$ cat src/rtl/debug_mem_dumper.sv
// Debug-side memory dumper: sweeps the data-memory debug read port and streams
// each captured word to the UART transmitter as four bytes, MSB first.
module debug_mem_dumper #(
    parameter int unsigned MEM_WORDS = 32,
    parameter logic [31:0] BASE_ADDR = 32'h0000_0000,
    parameter logic [31:0] ADDR_STEP = 32'd4,
    parameter int unsigned RD_LAT    = 1
) (
    input  logic        clk,
    input  logic        rst,
    input  logic        start,
    input  logic [31:0] mem_data,
    output logic        debug_on,
    output logic [31:0] debug_addr,
    output logic [7:0]  tx_data,
    output logic        tx_valid,
    input  logic        tx_ready,
    output logic        busy,
    output logic        done
);

    // state | meaning
    // IDLE  | waiting for start, all outputs quiet
    // ADDR  | debug override on, address set to BASE_ADDR
    // WAIT  | read-latency wait, RD_LAT cycles
    // LATCH | capture mem_data into the byte shifter
    // SEND  | present bytes MSB first over valid/ready
    // NEXT  | step to the next word address
    // DONE  | one-cycle completion pulse
    typedef enum logic [2:0] {
        S_IDLE, S_ADDR, S_WAIT, S_LATCH, S_SEND, S_NEXT, S_DONE
    } state_e;

    localparam logic [15:0] LAST_WORD  = 16'(MEM_WORDS - 1);
    localparam logic [2:0]  WAIT_LAST  = (RD_LAT > 0) ? 3'(RD_LAT - 1) : 3'd0;
    localparam state_e      AFTER_ADDR = (RD_LAT > 0) ? S_WAIT : S_LATCH;

    state_e      state_q, state_d;
    logic [31:0] addr_q, addr_d;
    logic [31:0] shift_q, shift_d;
    logic [15:0] word_q, word_d;
    logic [2:0]  wait_q, wait_d;
    logic [1:0]  byte_q, byte_d;

    always_ff @(posedge clk) begin
        if (!rst) begin
            state_q <= S_IDLE;
            addr_q  <= BASE_ADDR;
            shift_q <= 32'h0;
            word_q  <= 16'h0;
            wait_q  <= 3'h0;
            byte_q  <= 2'h0;
        end else begin
            state_q <= state_d;
            addr_q  <= addr_d;
            shift_q <= shift_d;
            word_q  <= word_d;
            wait_q  <= wait_d;
            byte_q  <= byte_d;
        end
    end

    always_comb begin
        state_d = state_q;
        addr_d  = addr_q;
        shift_d = shift_q;
        word_d  = word_q;
        wait_d  = wait_q;
        byte_d  = byte_q;
        case (state_q)
            S_IDLE: begin
                if (start) state_d = S_ADDR;
            end
            S_ADDR: begin
                addr_d  = BASE_ADDR;
                word_d  = 16'h0;
                wait_d  = 3'h0;
                state_d = AFTER_ADDR;
            end
            S_WAIT: begin
                wait_d = wait_q + 3'd1;
                if (wait_q == WAIT_LAST) state_d = S_LATCH;
            end
            S_LATCH: begin
                shift_d = mem_data;
                byte_d  = 2'h0;
                state_d = S_SEND;
            end
            S_SEND: begin
                if (tx_ready) begin
                    shift_d = {shift_q[23:0], 8'h00};
                    byte_d  = byte_q + 2'd1;
                    if (byte_q == 2'd3) begin
                        if (word_q == LAST_WORD) begin
                            state_d = S_DONE;
                            addr_d  = BASE_ADDR;
                        end else begin
                            state_d = S_NEXT;
                        end
                    end
                end
            end
            S_NEXT: begin
                addr_d  = addr_q + ADDR_STEP;
                word_d  = word_q + 16'd1;
                wait_d  = 3'h0;
                state_d = AFTER_ADDR;
            end
            S_DONE: begin
                addr_d  = BASE_ADDR;
                state_d = S_IDLE;
            end
            default: state_d = S_IDLE;
        endcase
    end

    // Override stays asserted across word boundaries so the memory never leaves read mode mid-dump.
    assign debug_on   = (state_q != S_IDLE) && (state_q != S_DONE);
    assign busy       = debug_on;
    assign tx_valid   = (state_q == S_SEND);
    assign tx_data    = tx_valid ? shift_q[31:24] : 8'h00;
    assign done       = (state_q == S_DONE);
    assign debug_addr = addr_q;

endmodule

$ cat config.mk
export PLATFORM = sky130hd
export DESIGN_NAME = debug_mem_dumper
export DESIGN_NICKNAME = d
export VERILOG_FILES = /design/src/rtl/debug_mem_dumper.sv
export SDC_FILE = /design/constraint.sdc
export NUM_CORES = 1
export LEC_CHECK = 0
export ABC_CLOCK_PERIOD_IN_PS = 3450
export BUFFER_PORTS_ARGS = -buffer_cell sky130_fd_sc_hd__buf_2
export CAP_MARGIN = 5
export CORE_ASPECT_RATIO = 1.25
export CORE_MARGIN = 8
export CORE_UTILIZATION = 33
export DETAILED_ROUTE_END_ITERATION = 12
export GPL_TIMING_DRIVEN = 0
export PLACE_DENSITY = 0.6
export SYNTH_ARGS = -nofsm -noshare
export SYNTH_HDL_FRONTEND = slang
export SYNTH_SLANG_ARGS = --single-unit
$ cat constraint.sdc
create_clock -name clk -period 3.45 [get_ports clk]
set_clock_uncertainty 0.1 [all_clocks]
set_input_delay 0.8625 -clock clk [delete_from_list [all_inputs] [get_ports clk]]
set_output_delay 0.8625 -clock clk [all_outputs]
set_load 0.01 [all_outputs]
==> results of run 1 <==
[logic make-up after synthesis]
group / count (synthesis) / share of synthesized area
flops: 86 / 0.4001
mux: 27 / 0.06310
compound gates: 149 / 0.2245
fa+ha+maj: 5 / 0.01454
xor+xnor: 1 / 0.002036
other cells: 1 / 0.0008715
buf+inv: 47 / 0.04536
simple gates: 213 / 0.2495
[cell type report]
cell class,count,area (um2)
Fill cell,1290,7523
Multi-Input combinational cell,397,2390
Sequential cell,86,1722
Timing Repair Buffer,77,385.4
Clock buffer,9,225.2
Tap cell,168,210.2
Buffer,33,142.6
Clock inverter,7,68.82
Inverter,14,52.55
[state kept, by name (all words and copies together) (netlist names)]
name,flops
byte_q,2
debug_addr,30
shift_q,32
state_q,3
wait_q,3
word_q,16
[synthesized netlist by cell type (2+ instances only)]
cell type  number
a22o_1          3
a21oi_1        32
or3_1           6
and4_1          2
mux2i_1        26
buf_4           3
a22oi_1        12
nand3_1        24
and3b_1         2
or4_1           4
inv_1          12
dfxtp_1        86
and3_1          3
nand2_1        37
or2_2           4
inv_2           2
nor2b_1         4
ha_1            5
buf_2           6
a31oi_1        20
clkbuf_1       24
o22ai_1         2
nor4_1          5
and2_1         12
nor3_1         19
nand4_1         9
nor2_1         68
a211oi_1       28
nor4_2          2
o21ai_0        21
o21ai_1         8
o21a_1          6
a21o_1          4
a21boi_0        3
nand2b_1        3
or4_4           3
[report_power, final]
group	switching [W]	leakage (nW)	internal, W
registers	0.0000159	0.694	0.00102
clock network	0.000455	0.137	0.000506
logic	0.000134	1.02	0.0000855
total	0.000605	1.86	0.00161
[metrics by stage]
step                      total power (W)  cells    util  setup WS, ps  area (um2)
after CTS                        0.002234    791  0.4085         267.0        5196
final                            0.002215    791  0.4085         304.9        5196
after floorplan                  0.001200    530       -          1006        4307
after global routing             0.002310    791  0.4085         70.36        5196
after detailed placement         0.001276    775  0.3854         651.0        4902
after global placement           0.001273    775  0.3854         660.7        4902
[how the worst min path moves through the flow]
stage	start	end	slack (ps)	cells past startpoint
finish	debug_addr[31]	debug_addr[31]	370	1
global route	byte_q[1]	byte_q[1]	400	2
CTS	byte_q[0]	byte_q[0]	370	2
detailed placement	debug_addr[31]	debug_addr[31]	360	1
global placement	debug_addr[31]	debug_addr[31]	360	1
floorplan	word_q[14]	word_q[14]	340	1
[placed cells by master (no fill, tap or decap), drive strengths merged, types with 3 or more instances in the layout]
| cell type | instances |
|---|---|
| dfxtp | 86 |
| buf | 86 |
| nor2 | 68 |
| nand2 | 38 |
| clkbuf | 33 |
| a21oi | 32 |
| o21ai | 30 |
| a211oi | 28 |
| mux2i | 26 |
| nand3 | 25 |
| a31oi | 20 |
| nor3 | 19 |
| inv | 17 |
| a22oi | 13 |
| and2 | 12 |
| nand4 | 10 |
| o21a | 7 |
| nor4 | 7 |
| or4 | 7 |
| or3 | 6 |
| ha | 5 |
| nor2b | 4 |
| a21o | 4 |
| or2 | 4 |
| nand2b | 3 |
| and3 | 3 |
| a22o | 3 |
| a21boi | 3 |
[worst max-delay path: cells and delay by family (launching register included)]
kind                   cells  cell delay, ps
and+or+nand+nor            2             500
DFF                        1             320
buffers and inverters      4            1020
[layer usage]
metal,up-vias,routed length (um),GRT usage
li1,2113,-,-
met1,1953,5249,0.1642
met2,101,6227,0.2670
met3,19,754,0.04672
met4,0,187,0.05203
met5,-,0,0
==> qor.yml, run 1 <==
run_status:
  status: "completed"
logic_synthesis:
  syn_area_per_cell_um2: 8.134
  synth_seq_cells: 86
  async_reset_ff_frac: 0
  synth_area_um2: 4303
  yosysSeqAreaShare: 0.4001
  synth_edf_count: 0
  synthFlopType: "dfxtp_1"
  synth_cell_types: 55
  synthTopCellsByArea: "dfxtp_1 (40%), mux2i_1 (6.0%), nor2_1 (5.9%)"
  postSynthCellCount: 529
  netlist.area_leader.share: 0.4001
  synth_warnings: 0
  synth_largest_area_cell: "dfxtp_1"
setup_path:
  critPathMaxFanout: 10
  crit_type: "reg -> out"
  cp.required_ps: 2490
  cp_slowest_cell: "clkbuf_1"
  slowest_delay_ps: 330
  crit_start: "state_q[1]"
  cp-end-kind: "output port"
  arrival_ps: 2180
  critPathLaunchType: "register"
  rr_worst_depth: 7
  r2r_slack_ps: 990
  rr_endpoint: "shift_q[3]"
  crit_chain: "clkbuf_1 -> nor3b_1 -> buf_2 -> clkbuf_1 -> and2_1 -> buf_2"
  r2r-start: "state_q[1]"
  cp-endpoint: "tx_data[5]"
clocking:
  cts_buffer_depth: 2
  clkLatencyLatePin_ps: 350
  numCtsBuffers: 9
  cts_resized: 0
  holdBufCountCts: 0
  postCtsSetupRepairBufs: 0
  htreeDepth: 3
  cts_tree: "built"
  clkTransAtPathRegs_ps: 70
  cts.sinks: 86
  cts-root-buf: "clkbuf_16"
routing:
  vias_per_cell: 5.292
  ant_nets: 0
  vias: 4186
  drt_iter0_markers: 259
  drc: 0
  drt-wirelength-per-cell_um: 15.70
  routed_wl_um: 12420
  dr.pass1.iters: 4
sta:
  setup_tns_ps: 0
  period_share: 0.9116
  worst_pin_slew_ps: 968.7
  final_max_slew_viol_count: 0
  rsz0062_at_grt: "no"
  hold_viol: 0
  relSlewSlack: 0.3488
  setup_viol_count_final: 0
  fmax_ghz: 0.3180
  fin_crit_ps: 3145
  holdWs_ps: 369.8
finish:
  drive_gt1_frac: 0.1926
  nets: 659
  area_growth_pct: 20.76
  antenna_cells: 0
pwr:
  powerDensity_nw_per_um2: 426.3
  leakagePower_nw: 1.856
  peakVddDrop_v: 0.0002146
job:
  maxCapViolCount: 0
floorplan:
  initial_core_util: 0.3383
  ioPinCount: 80
  die_y_um: 143.7
  core_um2: 12720
  die-area_um2: 16970
  std_cell_rows: 46
  die_w_um: 118.1
global_routing:
  grt_pass1_wl_um: 20950
  grt_max_degree: 18
  track_usage: 0.1495
  antenna_found_initial: 0
  grt_pass1_vias: 4228
  grt_overflow: 0
hold_path:
  hold_class: "reg -> reg"
place:
  io_buffers: 77
  finalWeightedCongestion: 0.8291
  place_hpwl_um: 9340
Power figures use the tool's default switching activity.
==> inputs of run 2 (changes only) <==
CORE_UTILIZATION = 46   (was 33)
CTS_BUF_LIST = sky130_fd_sc_hd__clkbuf_8   (was unset)
PLACE_DENSITY = 0.76   (was 0.6)
==> qor.yml, run 2 (synthesis results as in run 1) <==
floorplan:
  die_y_um: 124.1  # was 143.7 um
  die_w_um: 102.5  # was 118.1 um
  ioPinCount: 80  # unchanged
  core_um2: 9125  # was 12,720 um2
  die-area_um2: 12720  # was 16,970 um2
  std_cell_rows: 39  # was 46
  initial_core_util: 0.4715  # was 0.3383
routing:
  vias_per_cell: 5.725  # was 5.292
  drc: 0  # unchanged
  ant_nets: 0  # unchanged
  routed_wl_um: 11720  # was 12,420 um
  dr.pass1.iters: 5  # was 4
  drt-wirelength-per-cell_um: 15.72  # was 15.70 um
  drt_iter0_markers: 241  # was 259
  vias: 4271  # was 4,186
finish:
  finalCoreUtilization: 0.5535  # was 0.4085
  largest_reg_flops: 32  # unchanged
  final_cells: 746  # was 791
  nets: 659  # unchanged
  fin_area_um2: 5051  # was 5196 um2
  area_growth_pct: 17.39  # was 20.76%
  mostFrequentLayoutCells: "dfxtp_1 (86), buf_2 (83), nor2_1 (68)"  # unchanged
  drive_gt1_frac: 0.1926  # unchanged
  top_register: "shift_q"  # unchanged
  fill_cells: 868  # was 1,290
  final_common_cell: "dfxtp_1"  # unchanged
  antenna_cells: 0  # unchanged
global_routing:
  grt_max_degree: 17  # was 18
  track_usage: 0.1908  # was 0.1495
  grt_pass1_wl_um: 19320  # was 20,950 um
  grt_overflow: 0  # unchanged
  grt_pass1_vias: 4119  # was 4,228
  antenna_found_initial: 0  # unchanged
sta:
  worst_pin_slew_ps: 909.6  # was 968.7 ps
  final_max_slew_viol_count: 0  # unchanged
  hold_viol: 0  # unchanged
  relSlewSlack: 0.3885  # was 0.3488
  fmax_ghz: 0.3150  # was 0.3180 GHz
  setup_tns_ps: 0  # unchanged
  period_share: 0.9201  # was 0.9116
  rsz0062_at_grt: "no"  # unchanged
  setup_viol_count_final: 0  # unchanged
  fin_crit_ps: 3174  # was 3145 ps
  fin_ws_ps: 275.7  # was 304.9 ps
place:
  place_inst: 730  # was 775
  io_buffers: 77  # unchanged
  place_hpwl_um: 8626  # was 9340 um
  place_ws_ps: 691.8  # was 651.0 ps
  finalWeightedCongestion: 0.8460  # was 0.8291
  placed_area_um2: 4846  # was 4902 um2
pwr:
  switchingPower_w: 0.0005532  # was 0.0006050 W
  leakagePower_nw: 1.819  # was 1.856 nW
  p_comb_frac: 0.109  # was 0.099
  peakVddDrop_v: 0.0002807  # was 0.0002146 V
  p_sw_frac: 0.2765  # was 0.2731
  seq_power_share: 0.517  # was 0.467
  powerDensity_nw_per_um2: 396.1  # was 426.3 nW/um2
  p_clk_frac: 0.374  # was 0.434
  internal_power_w: 0.001447  # was 0.001610 W
setup_path:
  cp_slowest_cell: "clkbuf_1"  # unchanged
  rr_endpoint: "shift_q[4]"  # was shift_q[3]
  cp-end-kind: "output port"  # unchanged
  arrival_ps: 2210  # was 2180 ps
  rr_worst_depth: 7  # unchanged
  critPathBufInv: 4  # unchanged
  cp_top_family: "buffers and inverters"  # unchanged
  r2r-start: "state_q[1]"  # unchanged
  slowest_delay_ps: 350  # was 330 ps
  crit_chain: "clkbuf_1 -> nor3b_1 -> buf_2 -> clkbuf_1 -> and2_1 -> buf_2"  # unchanged
  r2r_slack_ps: 990  # about the same
  cp.required_ps: 2490  # about the same
  critPathLaunchType: "register"  # unchanged
  crit_type: "reg -> out"  # unchanged
  critPathMaxFanout: 10  # unchanged
hold_path:
  min_delay_path_depth: 2  # was 1
  hold_class: "reg -> reg"  # unchanged
  min_to: "byte_q[0]"  # was debug_addr[31]
  hp-start: "byte_q[0]"  # was debug_addr[31]
clocking:
  clkTransAtPathRegs_ps: 90  # was 70 ps
  cts_resized: 0  # unchanged
  holdBufCountCts: 0  # unchanged
  cts_tree: "built"  # unchanged
  postCtsSetupRepairBufs: 0  # unchanged
  clkLatencyLatePin_ps: 370  # was 350 ps
  cts.sinks: 86  # unchanged
  numCtsBuffers: 9  # unchanged
  htreeDepth: 3  # unchanged
  cts-root-buf: "clkbuf_8"  # was clkbuf_16
  cts_buffer_depth: 2  # unchanged
run_status:
  status: "completed"  # unchanged
job:
  maxCapViolCount: 0  # unchanged
## run 2: layer usage
| layer | share of wire | GRT usage |
|---|---|---|
| met4 | 0.029 | 0.09016 |
| met2 | 0.49 | 0.3247 |
| met3 | 0.061 | 0.04418 |
| met1 | 0.42 | 0.2210 |
| met5 | 0 | 0 |
## run 2: metrics by stage
step | hold slack, ps | total power, W
2_1_floorplan | 342.3 | 0.001200
3_3_place_gp | 351.9 | 0.001266
3_5_place_dp | 362.5 | 0.001273
4_1_cts | 375.2 | 0.002017
5_1_grt | 415.1 | 0.002083
6_report | 372.7 | 0.002001
## run 2: layout make-up
type	count	area (um2)	area share
Clock inverter	7	81.33	0.01610
Multi-Input combinational cell	397	2390	0.4731
Timing Repair Buffer	77	385.4	0.07629
Sequential cell	86	1722	0.3408
Inverter	14	52.55	0.01040
Buffer	33	142.6	0.02824
Clock buffer	9	123.9	0.02452
Tap cell	123	153.9	0.03047
## run 2: power groups by stage
stage	sequential (W)	combinational, W	clock (W)
3_5_place_dp	0.00106	0.000216	0
2_1_floorplan	0.00105	0.000148	0
5_1_grt	0.00104	0.000242	0.000803
6_report	0.00103	0.000218	0.000748
3_3_place_gp	0.00106	0.000210	0
4_1_cts	0.00103	0.000217	0.000766
## run 2: how the worst max path moves through the flow
stage / from / end / slack, ps / cells after the start
after CTS: state_q[1] / tx_data[7] / 250 / 6
final: state_q[1] / tx_data[7] / 280 / 6
after floorplan: state_q[1] / tx_data[0] / 1010 / 5
after global placement: state_q[1] / tx_data[7] / 720 / 6
after global routing: state_q[1] / tx_data[7] / 90 / 6
after detailed placement: state_q[1] / tx_data[7] / 690 / 6
## run 2: worst register-to-register path, stage by stage, from the launching register on
cell      delay [ps]
dfxtp_1          350
clkbuf_1         360
nor2b_1          370
and2_1           180
clkbuf_1         400
a21oi_1          290
a22oi_1          220
nor2_1            60
==> inputs of run 3 (changes only) <==
CELL_PAD_IN_SITES_DETAIL_PLACEMENT = 0   (was unset)
CELL_PAD_IN_SITES_GLOBAL_PLACEMENT = 2   (was unset)
CORE_UTILIZATION = 36   (was 46)
PLACE_DENSITY = 0.95   (was 0.76)
==> qor.yml, run 3 (synthesis results as in run 1) <==
run_status:
  status: "completed"  # unchanged
clocking:
  cts_buffer_depth: 2  # unchanged
  holdBufCountCts: 0  # unchanged
  postCtsSetupRepairBufs: 0  # unchanged
  clkLatencyLatePin_ps: 370  # about the same
  htreeDepth: 3  # unchanged
  numCtsBuffers: 9  # unchanged
  clkTransAtPathRegs_ps: 90  # about the same
  cts_resized: 0  # unchanged
  cts-root-buf: "clkbuf_8"  # unchanged
  cts.sinks: 86  # unchanged
  cts_tree: "built"  # unchanged
sta:
  fin_ws_ps: 270.5  # was 275.7 ps
  period_share: 0.9216  # was 0.9201
  final_max_slew_viol_count: 0  # unchanged
  worst_pin_slew_ps: 1026  # was 909.6 ps
  rsz0062_at_grt: "no"  # unchanged
  fin_crit_ps: 3179  # was 3174 ps
  relSlewSlack: 0.3102  # was 0.3885
  setup_tns_ps: 0  # unchanged
  hold_viol: 0  # unchanged
  setup_viol_count_final: 0  # unchanged
  fmax_ghz: 0.3145  # was 0.3150 GHz
global_routing:
  grt_overflow: 0  # unchanged
  grt_pass1_vias: 4040  # was 4,119
  antenna_found_initial: 0  # unchanged
  grt_pass1_wl_um: 20290  # was 19,320 um
  grt_max_degree: 16  # was 17
  track_usage: 0.1574  # was 0.1908
routing:
  drc: 0  # unchanged
  drt-wirelength-per-cell_um: 15.86  # was 15.72 um
  met3WireLength_um: 721  # was 712 um
  met2_length_um: 6137  # was 5718 um
  highest_layer: "met4"  # unchanged
  drt_iter0_markers: 218  # was 241
  vias: 4168  # was 4,271
  wl_met1_um: 5386  # was 4947 um
  dr.pass1.iters: 5  # unchanged
  routed_wl_um: 12430  # was 11,720 um
  ant_nets: 0  # unchanged
  vias_per_cell: 5.316  # was 5.725
finish:
  mostFrequentLayoutCells: "dfxtp_1 (86), buf_2 (83), nor2_1 (68)"  # unchanged
  antenna_cells: 0  # unchanged
  largest_reg_flops: 32  # unchanged
  top_register: "shift_q"  # unchanged
  area_growth_pct: 18.52  # was 17.39%
  nets: 659  # unchanged
  fill_cells: 1214  # was 868
  finalCoreUtilization: 0.4390  # was 0.5535
  final_common_cell: "dfxtp_1"  # unchanged
  drive_gt1_frac: 0.1926  # unchanged
job:
  maxCapViolCount: 0  # unchanged
setup_path:
  crit_chain: "clkbuf_1 -> nor3b_1 -> buf_2 -> clkbuf_1 -> and2_1 -> buf_2"  # unchanged
  cp-end-kind: "output port"  # unchanged
  cp.required_ps: 2490  # about the same
  cp_slowest_cell: "clkbuf_1"  # unchanged
  cp_top_family: "buffers and inverters"  # unchanged
  critPathLaunchType: "register"  # unchanged
  slowest_delay_ps: 340  # was 350 ps
  critPathMaxFanout: 10  # unchanged
  critPathBufInv: 4  # unchanged
  arrival_ps: 2220  # was 2210 ps
  crit_type: "reg -> out"  # unchanged
pwr:
  leakagePower_nw: 1.822  # was 1.819 nW
  peakVddDrop_v: 0.0002381  # was 0.0002807 V
  powerDensity_nw_per_um2: 395.5  # was 396.1 nW/um2
place:
  place_hpwl_um: 9330  # was 8626 um
  io_buffers: 77  # unchanged
  place_ws_ps: 626.8  # was 691.8 ps
  finalWeightedCongestion: 0.7982  # was 0.8460
floorplan:
  std_cell_rows: 44  # was 39
  die-area_um2: 15730  # was 12,720 um2
  die_y_um: 138.2  # was 124.1 um
  ioPinCount: 80  # unchanged
  die_w_um: 113.8  # was 102.5 um
  core_um2: 11620  # was 9125 um2
  initial_core_util: 0.3704  # was 0.4715
hold_path:
  hold_class: "reg -> reg"  # unchanged
==> run 3: cell types whose count changed in the layout (fill, tap and decap cells not counted) <==
cell,before,now
clkinv_4,3,1
clkbuf_8,9,10
clkinv_2,0,1
==> run 3: report_power, final <==
group / internal (W) / leakage (nW) / switching, W
Sequential: 0.00102 / 0.694 / 0.0000156
Combinational: 0.0000853 / 1.02 / 0.000133
Clock: 0.000360 / 0.103 / 0.000405
==> run 3: metrics by stage <==
stage	power (W)	cell area (um2)	hold WS (ps)	std cells
6_report	0.002017	5100	378.3	784
5_1_grt	0.002105	5100	411.2	784
4_1_cts	0.002035	5100	379.4	784
3_5_place_dp	0.001277	4893	362.1	768
3_3_place_gp	0.001274	4893	345.8	768
2_1_floorplan	0.001200	4307	342.3	530
==> run 3: area by class of cell <==
class,instances,area [um2],share of cell area
Sequential cell,86,1722,0.3376
Timing Repair Buffer,77,385.4,0.07556
Inverter,14,52.55,0.01030
Clock inverter,6,68.82,0.01349
Clock buffer,10,137.6,0.02699
Buffer,33,142.6,0.02797
Tap cell,161,201.4,0.03950
Multi-Input combinational cell,397,2390,0.4686
==> run 3: worst paths after layout <==
kind / slack (ps) / startpoint / to / cells after the start
max: 270 / state_q[1] / tx_data[7] / 6
min: 380 / debug_addr[31] / debug_addr[31] / 1
max reg2reg: 1010 / state_q[1] / shift_q[4] / 7
min reg2reg: 380 / debug_addr[31] / debug_addr[31] / 1
==> run 3: metal layers <==
metal,track usage,vias to the layer above
met1,0.1809,1935
met4,0.05411,0
met2,0.2751,107
met3,0.03834,12
met5,0,-
li1,-,2114
==> run 3: worst reg2reg max path: cells and delay by family (launching register included) <==
family | cells | cell delay (ps)
flops | 1 | 350
simple gates | 3 | 590
buf+inv | 2 | 780
compound gates | 2 | 500
